==> src/rtl/llki_key_sender.sv <==
// LLKI discrete key-load initiator: streams buffered 64-bit key words to a core, or requests a clear.
// Define LLKI_KEY_SENDER_TIMEOUT_EN to abort any core-side wait after TIMEOUT_CYCLES cycles.
module llki_key_sender #(
  parameter int MAX_KEY_WORDS  = 8,
  parameter int TIMEOUT_CYCLES = 1024
) (
  input  logic                               clk,
  input  logic                               rst,
  input  logic                               buf_wr_en,
  input  logic [$clog2(MAX_KEY_WORDS)-1:0]   buf_wr_addr,
  input  logic [63:0]                        buf_wr_data,
  input  logic                               cmd_valid,
  output logic                               cmd_ready,
  input  logic                               cmd_op,
  input  logic [$clog2(MAX_KEY_WORDS+1)-1:0] cmd_num_words,
  output logic                               resp_valid,
  input  logic                               resp_ready,
  output logic [1:0]                         resp_status,
  output logic                               busy,
  output logic [63:0]                        llkid_key_data,
  output logic                               llkid_key_valid,
  input  logic                               llkid_key_ready,
  input  logic                               llkid_key_complete,
  output logic                               llkid_clear_key,
  input  logic                               llkid_clear_key_ack
);
  localparam int AW = $clog2(MAX_KEY_WORDS);
  localparam int CW = $clog2(MAX_KEY_WORDS + 1);

  localparam logic [2:0] ST_IDLE  = 3'd0;
  localparam logic [2:0] ST_SEND  = 3'd1;
  localparam logic [2:0] ST_WAIT  = 3'd2;
  localparam logic [2:0] ST_CLEAR = 3'd3;
  localparam logic [2:0] ST_RESP  = 3'd4;

  localparam logic [1:0] RS_OK       = 2'b00;
  localparam logic [1:0] RS_TIMEOUT  = 2'b01;
  localparam logic [1:0] RS_BAD_LEN  = 2'b10;
  localparam logic [1:0] RS_PROTOCOL = 2'b11;

  logic [63:0]   key_mem [MAX_KEY_WORDS];

  logic [2:0]    state_q, state_d;
  logic [AW-1:0] idx_q, idx_d;
  logic [CW-1:0] num_q, num_d;
  logic [63:0]   key_data_q, key_data_d;
  logic          key_valid_q, key_valid_d;
  logic          clear_q, clear_d;
  logic          resp_valid_q, resp_valid_d;
  logic [1:0]    resp_status_q, resp_status_d;
  logic          cmd_ready_q, cmd_ready_d;
  logic          word_xfer;
  logic          last_word;
  logic          tmo_hit;

  assign busy            = (state_q != ST_IDLE);
  assign cmd_ready       = cmd_ready_q;
  assign resp_valid      = resp_valid_q;
  assign resp_status     = resp_status_q;
  assign llkid_key_data  = key_data_q;
  assign llkid_key_valid = key_valid_q;
  assign llkid_clear_key = clear_q;
  assign last_word       = (CW'(idx_q) == num_q - CW'(1));

  // Writes are locked out while busy so the key in flight cannot change underneath the transfer.
  always_ff @(posedge clk) begin
    if (buf_wr_en && !busy) begin
      key_mem[buf_wr_addr] <= buf_wr_data;
    end
  end

`ifdef LLKI_KEY_SENDER_TIMEOUT_EN
  localparam int TW = $clog2(TIMEOUT_CYCLES + 1);
  logic [TW-1:0] tmo_q, tmo_d;

  assign tmo_hit = (tmo_q == TW'(TIMEOUT_CYCLES - 1));

  // Counts cycles spent waiting on the core; any state change or word transfer restarts it.
  always_comb begin
    tmo_d = '0;
    if ((state_d == state_q) && !word_xfer &&
        (state_q == ST_SEND || state_q == ST_WAIT || state_q == ST_CLEAR)) begin
      tmo_d = tmo_q + TW'(1);
    end
  end

  always_ff @(posedge clk or negedge rst) begin
    if (!rst) tmo_q <= '0;
    else      tmo_q <= tmo_d;
  end
`else
  // Timeouts disabled: waits are unbounded and the parameter only keeps the interface uniform.
  assign tmo_hit = (TIMEOUT_CYCLES < 0);
`endif

  always_comb begin
    state_d       = state_q;
    idx_d         = idx_q;
    num_d         = num_q;
    key_data_d    = key_data_q;
    key_valid_d   = key_valid_q;
    clear_d       = clear_q;
    resp_valid_d  = resp_valid_q;
    resp_status_d = resp_status_q;
    word_xfer     = 1'b0;
    case (state_q)
      ST_IDLE: begin
        if (cmd_valid && cmd_ready_q) begin
          if (cmd_op) begin
            clear_d = 1'b1;
            state_d = ST_CLEAR;
          end else if (cmd_num_words == '0 || cmd_num_words > CW'(MAX_KEY_WORDS)) begin
            resp_valid_d  = 1'b1;
            resp_status_d = RS_BAD_LEN;
            state_d       = ST_RESP;
          end else begin
            num_d       = cmd_num_words;
            idx_d       = {AW{1'b0}};
            key_data_d  = key_mem[{AW{1'b0}}];
            key_valid_d = 1'b1;
            state_d     = ST_SEND;
          end
        end
      end
      ST_SEND: begin
        // A completion before the last word means the core and initiator disagree on key length.
        if (llkid_key_complete) begin
          key_valid_d   = 1'b0;
          resp_valid_d  = 1'b1;
          resp_status_d = RS_PROTOCOL;
          state_d       = ST_RESP;
        end else if (llkid_key_ready) begin
          word_xfer = 1'b1;
          if (last_word) begin
            key_valid_d = 1'b0;
            state_d     = ST_WAIT;
          end else begin
            idx_d      = idx_q + AW'(1);
            key_data_d = key_mem[idx_d];
          end
        end else if (tmo_hit) begin
          key_valid_d   = 1'b0;
          resp_valid_d  = 1'b1;
          resp_status_d = RS_TIMEOUT;
          state_d       = ST_RESP;
        end
      end
      ST_WAIT: begin
        if (llkid_key_complete) begin
          resp_valid_d  = 1'b1;
          resp_status_d = RS_OK;
          state_d       = ST_RESP;
        end else if (tmo_hit) begin
          resp_valid_d  = 1'b1;
          resp_status_d = RS_TIMEOUT;
          state_d       = ST_RESP;
        end
      end
      ST_CLEAR: begin
        if (llkid_clear_key_ack || tmo_hit) begin
          clear_d       = 1'b0;
          resp_valid_d  = 1'b1;
          resp_status_d = llkid_clear_key_ack ? RS_OK : RS_TIMEOUT;
          state_d       = ST_RESP;
        end
      end
      ST_RESP: begin
        if (resp_ready) begin
          resp_valid_d = 1'b0;
          state_d      = ST_IDLE;
        end
      end
      default: begin
        key_valid_d  = 1'b0;
        clear_d      = 1'b0;
        resp_valid_d = 1'b0;
        state_d      = ST_IDLE;
      end
    endcase
    cmd_ready_d = (state_d == ST_IDLE);
  end

  always_ff @(posedge clk or negedge rst) begin
    if (!rst) begin
      state_q       <= ST_IDLE;
      idx_q         <= '0;
      num_q         <= '0;
      key_data_q    <= '0;
      key_valid_q   <= 1'b0;
      clear_q       <= 1'b0;
      resp_valid_q  <= 1'b0;
      resp_status_q <= RS_OK;
      cmd_ready_q   <= 1'b0;
    end else begin
      state_q       <= state_d;
      idx_q         <= idx_d;
      num_q         <= num_d;
      key_data_q    <= key_data_d;
      key_valid_q   <= key_valid_d;
      clear_q       <= clear_d;
      resp_valid_q  <= resp_valid_d;
      resp_status_q <= resp_status_d;
      cmd_ready_q   <= cmd_ready_d;
    end
  end

endmodule

==> config.mk <==
export PLATFORM = sky130hd
export DESIGN_NAME = llki_key_sender
export DESIGN_NICKNAME = d
export VERILOG_FILES = /design/src/rtl/llki_key_sender.sv
export SDC_FILE = /design/constraint.sdc
export NUM_CORES = 1
export LEC_CHECK = 0
export CAP_MARGIN = 20
export CORE_UTILIZATION = 59
export DETAILED_ROUTE_END_ITERATION = 10
export PLACE_DENSITY = 0.79
export SLEW_MARGIN = 15
export SYNTH_ARGS = -nofsm -noshare
export SYNTH_HDL_FRONTEND = slang
export SYNTH_SLANG_ARGS = --single-unit
==> constraint.sdc <==
create_clock -name clk -period 7.9 [get_ports clk]
set_input_delay 1.58 -clock clk [delete_from_list [all_inputs] [get_ports clk]]
set_output_delay 1.58 -clock clk [all_outputs]
set_load 0.02 [all_outputs]
==> qor.csv, run 1 <==
metric,value,unit
Final #Nets,1561,
worst r2r src,idx_q[0],
routed wire length,46580,um
DRC viols,0,
"Endpoint, Worst Hold",llkid_key_data[56],
MaxCap Viol Count,0,
Synth Register Bits,592,
number of synthesized flops with an enable pin,512,
vias in the first global route,12720,
First-pass DRT Iterations,5,
"Seq/Total Area, Yosys",0.7365,
sum of buffers and inverters on the critical path,3,
placed inst area,25550,um^2
WP data arrival,4120,ps
ANT nets after route,0,
DR iter-0 viols,791,
LEAKAGE,0.009237,uW
hold crit path type,flop to flop,
DR vias,12290,
Slew headroom,0.2532,
async set-reset flop share out of synthesis,0.1351,
die width,202.0,um
Total GRT Usage,0.2306,
ys flop type,edfxtp_1,
Mapped Cells,1338,
Hold Crit Start,llkid_key_data[56],
first-pass GRT wire length,72020,um
Fin. Hold Viols,0,
delay of the slowest critical-path stage,430,ps
layout cells sized above 1,0.2765,
Rows,72,
flop2flop setup slack,4420,ps
crit-path max FO,39,
CP Capture Type,flop,
M1 WL,19410,um
post-DP HPWL,23770,um
final std cells w/o fill,2045,
post-route cell area,27270,um^2
DR WL met2,24150,um
total grt overflow,0,
vias per inst,6.008,
critical path cell sequence,clkdlybuf4s50_1 -> nor3_1 -> xor2_1 -> or3_1 -> o21a_4 -> buf_4 -> buf_16 -> mux2_2,
post-CTS setup buffers,0,
Setup-failing EPs final,0,
met3 routed wirelength,2250,um
"Req. time, crit path",8360,ps
hold-fix buffers at CTS,0,
most frequent cells in the layout,"512 x edfxtp_1, 298 x mux2_2, 149 x clkdlybuf4s50_1",
synthesized area,23590,um^2
Die ar.,40790,um^2
YS warnings,0,
Synth area leaders,"edfxtp_1 65%, mux2_2 14%, dfrtp_1 8.5%",
H-tree lvl count,2,
placed cell count,1937,
skew final,19.23,ps
Avg WL per Cell,22.78,um
CTS root buffer,clkbuf_16,
number of CTS-inserted buffers,57,
top sig layer,met5,
CTS tree,built,
CP max stage cell,clkdlybuf4s50_1,
clock latency on the worst-skew pair,590,ps
CTS resizes,0,
cells on worst reg2reg path,6,
# IOs,151,
Netlist cell types,48,
clock transition at the registers of the reported paths,60,ps
area delta synth->final,15.60,%
"leading cell type in the layout, fill and taps excluded",edfxtp_1,
Yosys top cell by area,edfxtp_1,
status,finished clean,
Core Footprint,39010,um^2
Tmin final,3663,ps
syn avg cell area,17.63,um^2
Yosys top cell area share,0.6517,
Final period util,0.4637,
fmax,0.2730,GHz
Critical R2R Capture,llkid_key_data[23],
Synth Net Count,1420,
Pwr Density,329.1,nW/um^2
critical path class,input port to flop,
Max Slew Vio Count,0,
Worst Setup Start Kind,input port,
Initial Util,0.6048,
clk sinks,592,
largest net degree at the start of global routing,196,
Slew @ Worst Pin,1120,ps
"CP delay by family, top",buffers and inverters,
Die Y-Extent,202.0,um
setup TNS,0,ps
# fillers,2425,
Routability Congestion,0.7463,
antenna violations before repair,4,
Longest Clk Path Bufs,3,
Hold Path Depth,1,
unrepaired setup endpoints after global routing,false,
port bufs,150,
Worst VDD drop,0.3465,mV
-- stage by stage --
| stage | hold WS, ps | worst slack, ps | total power, uW | utilization |
|---|---|---|---|---|
| after detailed placement | 485.9 | 3456 | 6562 | 0.6549 |
| after floorplan | 503.5 | 1190 | 5696 | - |
| final | 490.4 | 4237 | 8976 | 0.6992 |
| after global placement | 475.2 | 3527 | 6497 | 0.6549 |
| after CTS | 499.0 | 4087 | 9034 | 0.6984 |
| after global routing | 514.7 | 4056 | 9334 | 0.6991 |
-- state kept, by name, summed over array words and instances (netlist names), 2 cells and up --
| signal | count |
|---|---|
| resp_status | 2 |
| llkid_key_data | 64 |
| state_q | 3 |
| key_mem | 512 |
| num_q | 4 |
| idx_q | 3 |
-- power by group --
part           leakage, uW  total [uW]  internal (uW)  switching (uW)
clock network     0.000820        2480           1400            1080
logic              0.00281        2550           1210            1340
registers          0.00560        3950           3730             219
-- Yosys cell counts, types with 2 or more instances --
| master | count |
|---|---|
| a211oi_1 | 2 |
| a21oi_1 | 4 |
| and3_1 | 2 |
| buf_1 | 5 |
| buf_12 | 3 |
| buf_2 | 16 |
| buf_4 | 3 |
| clkbuf_1 | 53 |
| dfrtp_1 | 80 |
| edfxtp_1 | 512 |
| ha_1 | 2 |
| inv_1 | 6 |
| mux2_1 | 7 |
| mux2_2 | 298 |
| mux2_4 | 20 |
| mux2i_1 | 4 |
| nand2_1 | 73 |
| nand2b_1 | 5 |
| nand3_1 | 2 |
| nand3b_1 | 3 |
| nor2_1 | 9 |
| nor3_1 | 4 |
| o21a_1 | 2 |
| o21ai_0 | 4 |
| o22ai_1 | 128 |
| o31ai_1 | 64 |
| or2_2 | 2 |
| xnor2_1 | 3 |
| xor2_1 | 3 |
-- worst max-delay path by stage --
| stage | start | end | slack, ps | cells after the start |
|---|---|---|---|---|
| floorplan | buf_wr_addr[0] | key_mem[0][0] | 1190 | 2 |
| global placement | cmd_num_words[1] | llkid_key_data[32] | 3530 | 7 |
| detailed placement | cmd_num_words[1] | llkid_key_data[34] | 3460 | 7 |
| CTS | cmd_num_words[1] | llkid_key_data[34] | 4090 | 7 |
| global route | cmd_num_words[1] | llkid_key_data[25] | 4060 | 8 |
| finish | cmd_num_words[1] | llkid_key_data[22] | 4240 | 8 |
-- layout make-up --
| class | count | area [um^2] | area share |
|---|---|---|---|
| tap | 518 | 648.1 | 0.02376 |
| multi-input combinational | 659 | 5894 | 0.2161 |
| antenna | 1 | 2.502 | 0.00009175 |
| timing repair buffer | 163 | 1629 | 0.05973 |
| clock inverter | 19 | 117.6 | 0.004312 |
| clock buffer | 87 | 1579 | 0.05789 |
| sequential | 592 | 17380 | 0.6373 |
| inverter | 6 | 22.52 | 0.0008258 |
-- cell families after synthesis --
family / synth area share
flops: 0.7365
xor+xnor: 0.002228
mux: 0.1600
fa+ha+maj: 0.001061
simple gates: 0.02068
compound gates: 0.06194
buf+inv: 0.01755
-- metal layers --
| metal | vias up | track usage |
|---|---|---|
| met2 | 323 | 0.4044 |
| met1 | 6309 | 0.3009 |
| met3 | 56 | 0.03676 |
| met5 | - | 0 |
| met4 | 6 | 0.05871 |
| li1 | 5593 | - |
(Power assumes the default switching activity.)
==> run 2: changes to the inputs <==
Settings changed: CORE_UTILIZATION 59 to 53, PLACE_DENSITY 0.79 to 0.75.
Clock period 7.9 ns to 3.3 ns, I/O delays scaled along.
==> run 2 against run 1 <==
Against the previous run: sequential cell count is the same; setup slack lost 3700 ps; via count increased by 1.5%; total power grew 150%; non-clock buffer count up 23; critical endpoint is now busy.
==> qor.csv, run 2 (synthesis gave the netlist of run 1 again) <==
metric,value,unit
crit-path max FO,10,
CP max stage cell,dfrtp_1,
Longest Clk Path Bufs,3,
skew final,22.69,ps
final std cells w/o fill,2138,
post-route cell area,27940,um^2
worst r2r src,idx_q[0],
switching share of total power,0.2932,
placed cell count,2028,
WP data arrival,2090,ps
delay of the slowest critical-path stage,550,ps
Comb pwr share,0.296,
Pwr Density,793.5,nW/um^2
Avg WL per Cell,23.03,um
CTS tree,built,
Die Y-Extent,213.0,um
Worst Setup Start Kind,flop,
First-pass DRT Iterations,5,
fmax,0.3636,GHz
CP Launch Point,state_q[0],
critical path cell sequence,nor3_4 -> inv_1 -> clkdlybuf4s50_1,
# fillers,2995,
Total GRT Usage,0.2221,
CTS resizes,0,
Initial Util,0.5429,
DR vias,12470,
CTS root buffer,clkbuf_16,
flop2flop setup slack,620,ps
CP Capture Type,output port,
register area,17380,um^2
Setup-failing EPs final,0,
unrepaired setup endpoints after global routing,false,
Worst VDD drop,0.5774,mV
Die ar.,45360,um^2
critical path class,flop to output port,
die width,213.0,um
post-DP HPWL,27320,um
layout cells sized above 1,0.2934,
hold crit path type,input port to asynchronous set/reset pin,
Final #Nets,1584,
DR iter-0 viols,1039,
Max Slew Vio Count,0,
Final period util,0.8335,
vias in the first global route,13030,
number of CTS-inserted buffers,57,
Reg with most FFs,key_mem,
clk sinks,592,
Core Footprint,43460,um^2
footprint of the multi-input gates,5907,um^2
placed inst area,26110,um^2
first-pass GRT wire length,75040,um
Clk network pwr share,0.283,
Net Switching,6500,uW
sequential power share,0.421,
hold-fix buffers at CTS,0,
area delta synth->final,18.42,%
routed wire length,49240,um
H-tree lvl count,2,
Tmin final,2750,ps
status,finished clean,
antenna violations before repair,5,
vias per inst,5.832,
total power,22170,uW
LEAKAGE,0.009510,uW
post-CTS setup buffers,0,
Rows,76,
Slew @ Worst Pin,973.2,ps
"Req. time, crit path",2640,ps
DRC viols,0,
Routability Congestion,0.7572,
clock latency on the worst-skew pair,610,ps
Internal Power,15670,uW
ANT nets after route,0,
total grt overflow,0,
# IOs,151,
port bufs,150,
clock transition at the registers of the reported paths,60,ps
max FFs per register,512,
"leading cell type in the layout, fill and taps excluded",edfxtp_1,
Fin. Hold Viols,0,
most frequent cells in the layout,"512 x edfxtp_1, 298 x mux2_2, 149 x clkdlybuf4s50_1",
largest net degree at the start of global routing,147,
Slew headroom,0.3512,
MaxCap Viol Count,0,
==> run 2: metrics by stage <==
stage	hold slack [ps]	TNS (ps)	setup WS, ps	utilization
6_report	104.8	0	549.5	0.6429
4_1_cts	111.5	0	529.5	0.6428
3_5_place_dp	480.8	0	390.3	0.6009
2_1_floorplan	364.4	-378740	-803.3	-
3_3_place_gp	474.7	0	405.3	0.6009
5_1_grt	153.7	0	433.3	0.6428
==> run 2: worst max-delay path: cells and delay by family, from the launching register on <==
kind	cells	cell delay [ps]
buf+inv	2	610
flops	1	550
simple gates	1	350
==> run 2: final timing paths <==
path / endpoint / cells after the start
setup / recovery: busy / 3
hold / removal: llkid_key_data[58] / 1
setup reg to reg: llkid_key_data[0] / 7
hold reg to reg: llkid_key_data[56] / 1
max in group asynchronous: llkid_key_data[39] / 2
min in group clk: llkid_key_data[56] / 1
==> run 2: metal layers <==
metal / wire [um] / GRT usage
met5: 33 / 0
met2: 24930 / 0.3804
met4: 771 / 0.05780
met1: 20760 / 0.2926
met3: 2747 / 0.04074
==> run 2: cell type report <==
type / count / area share
sequential: 592 / 0.6221
multi-input combinational: 659 / 0.2114
timing repair buffer: 186 / 0.07407
clock buffer: 87 / 0.05988
tap: 585 / 0.02620
clock inverter: 21 / 0.005329
inverter: 6 / 0.0008061
antenna: 2 / 0.0001791
==> run 2: power by group through the flow <==
stage,Sequential [uW],Combinational (uW),Clock [uW]
4_1_cts,9340,6610,6390
2_1_floorplan,9900,3740,0
3_3_place_gp,9460,6430,0
3_5_place_dp,9480,6570,0
6_report,9330,6560,6280
5_1_grt,9410,6980,6660
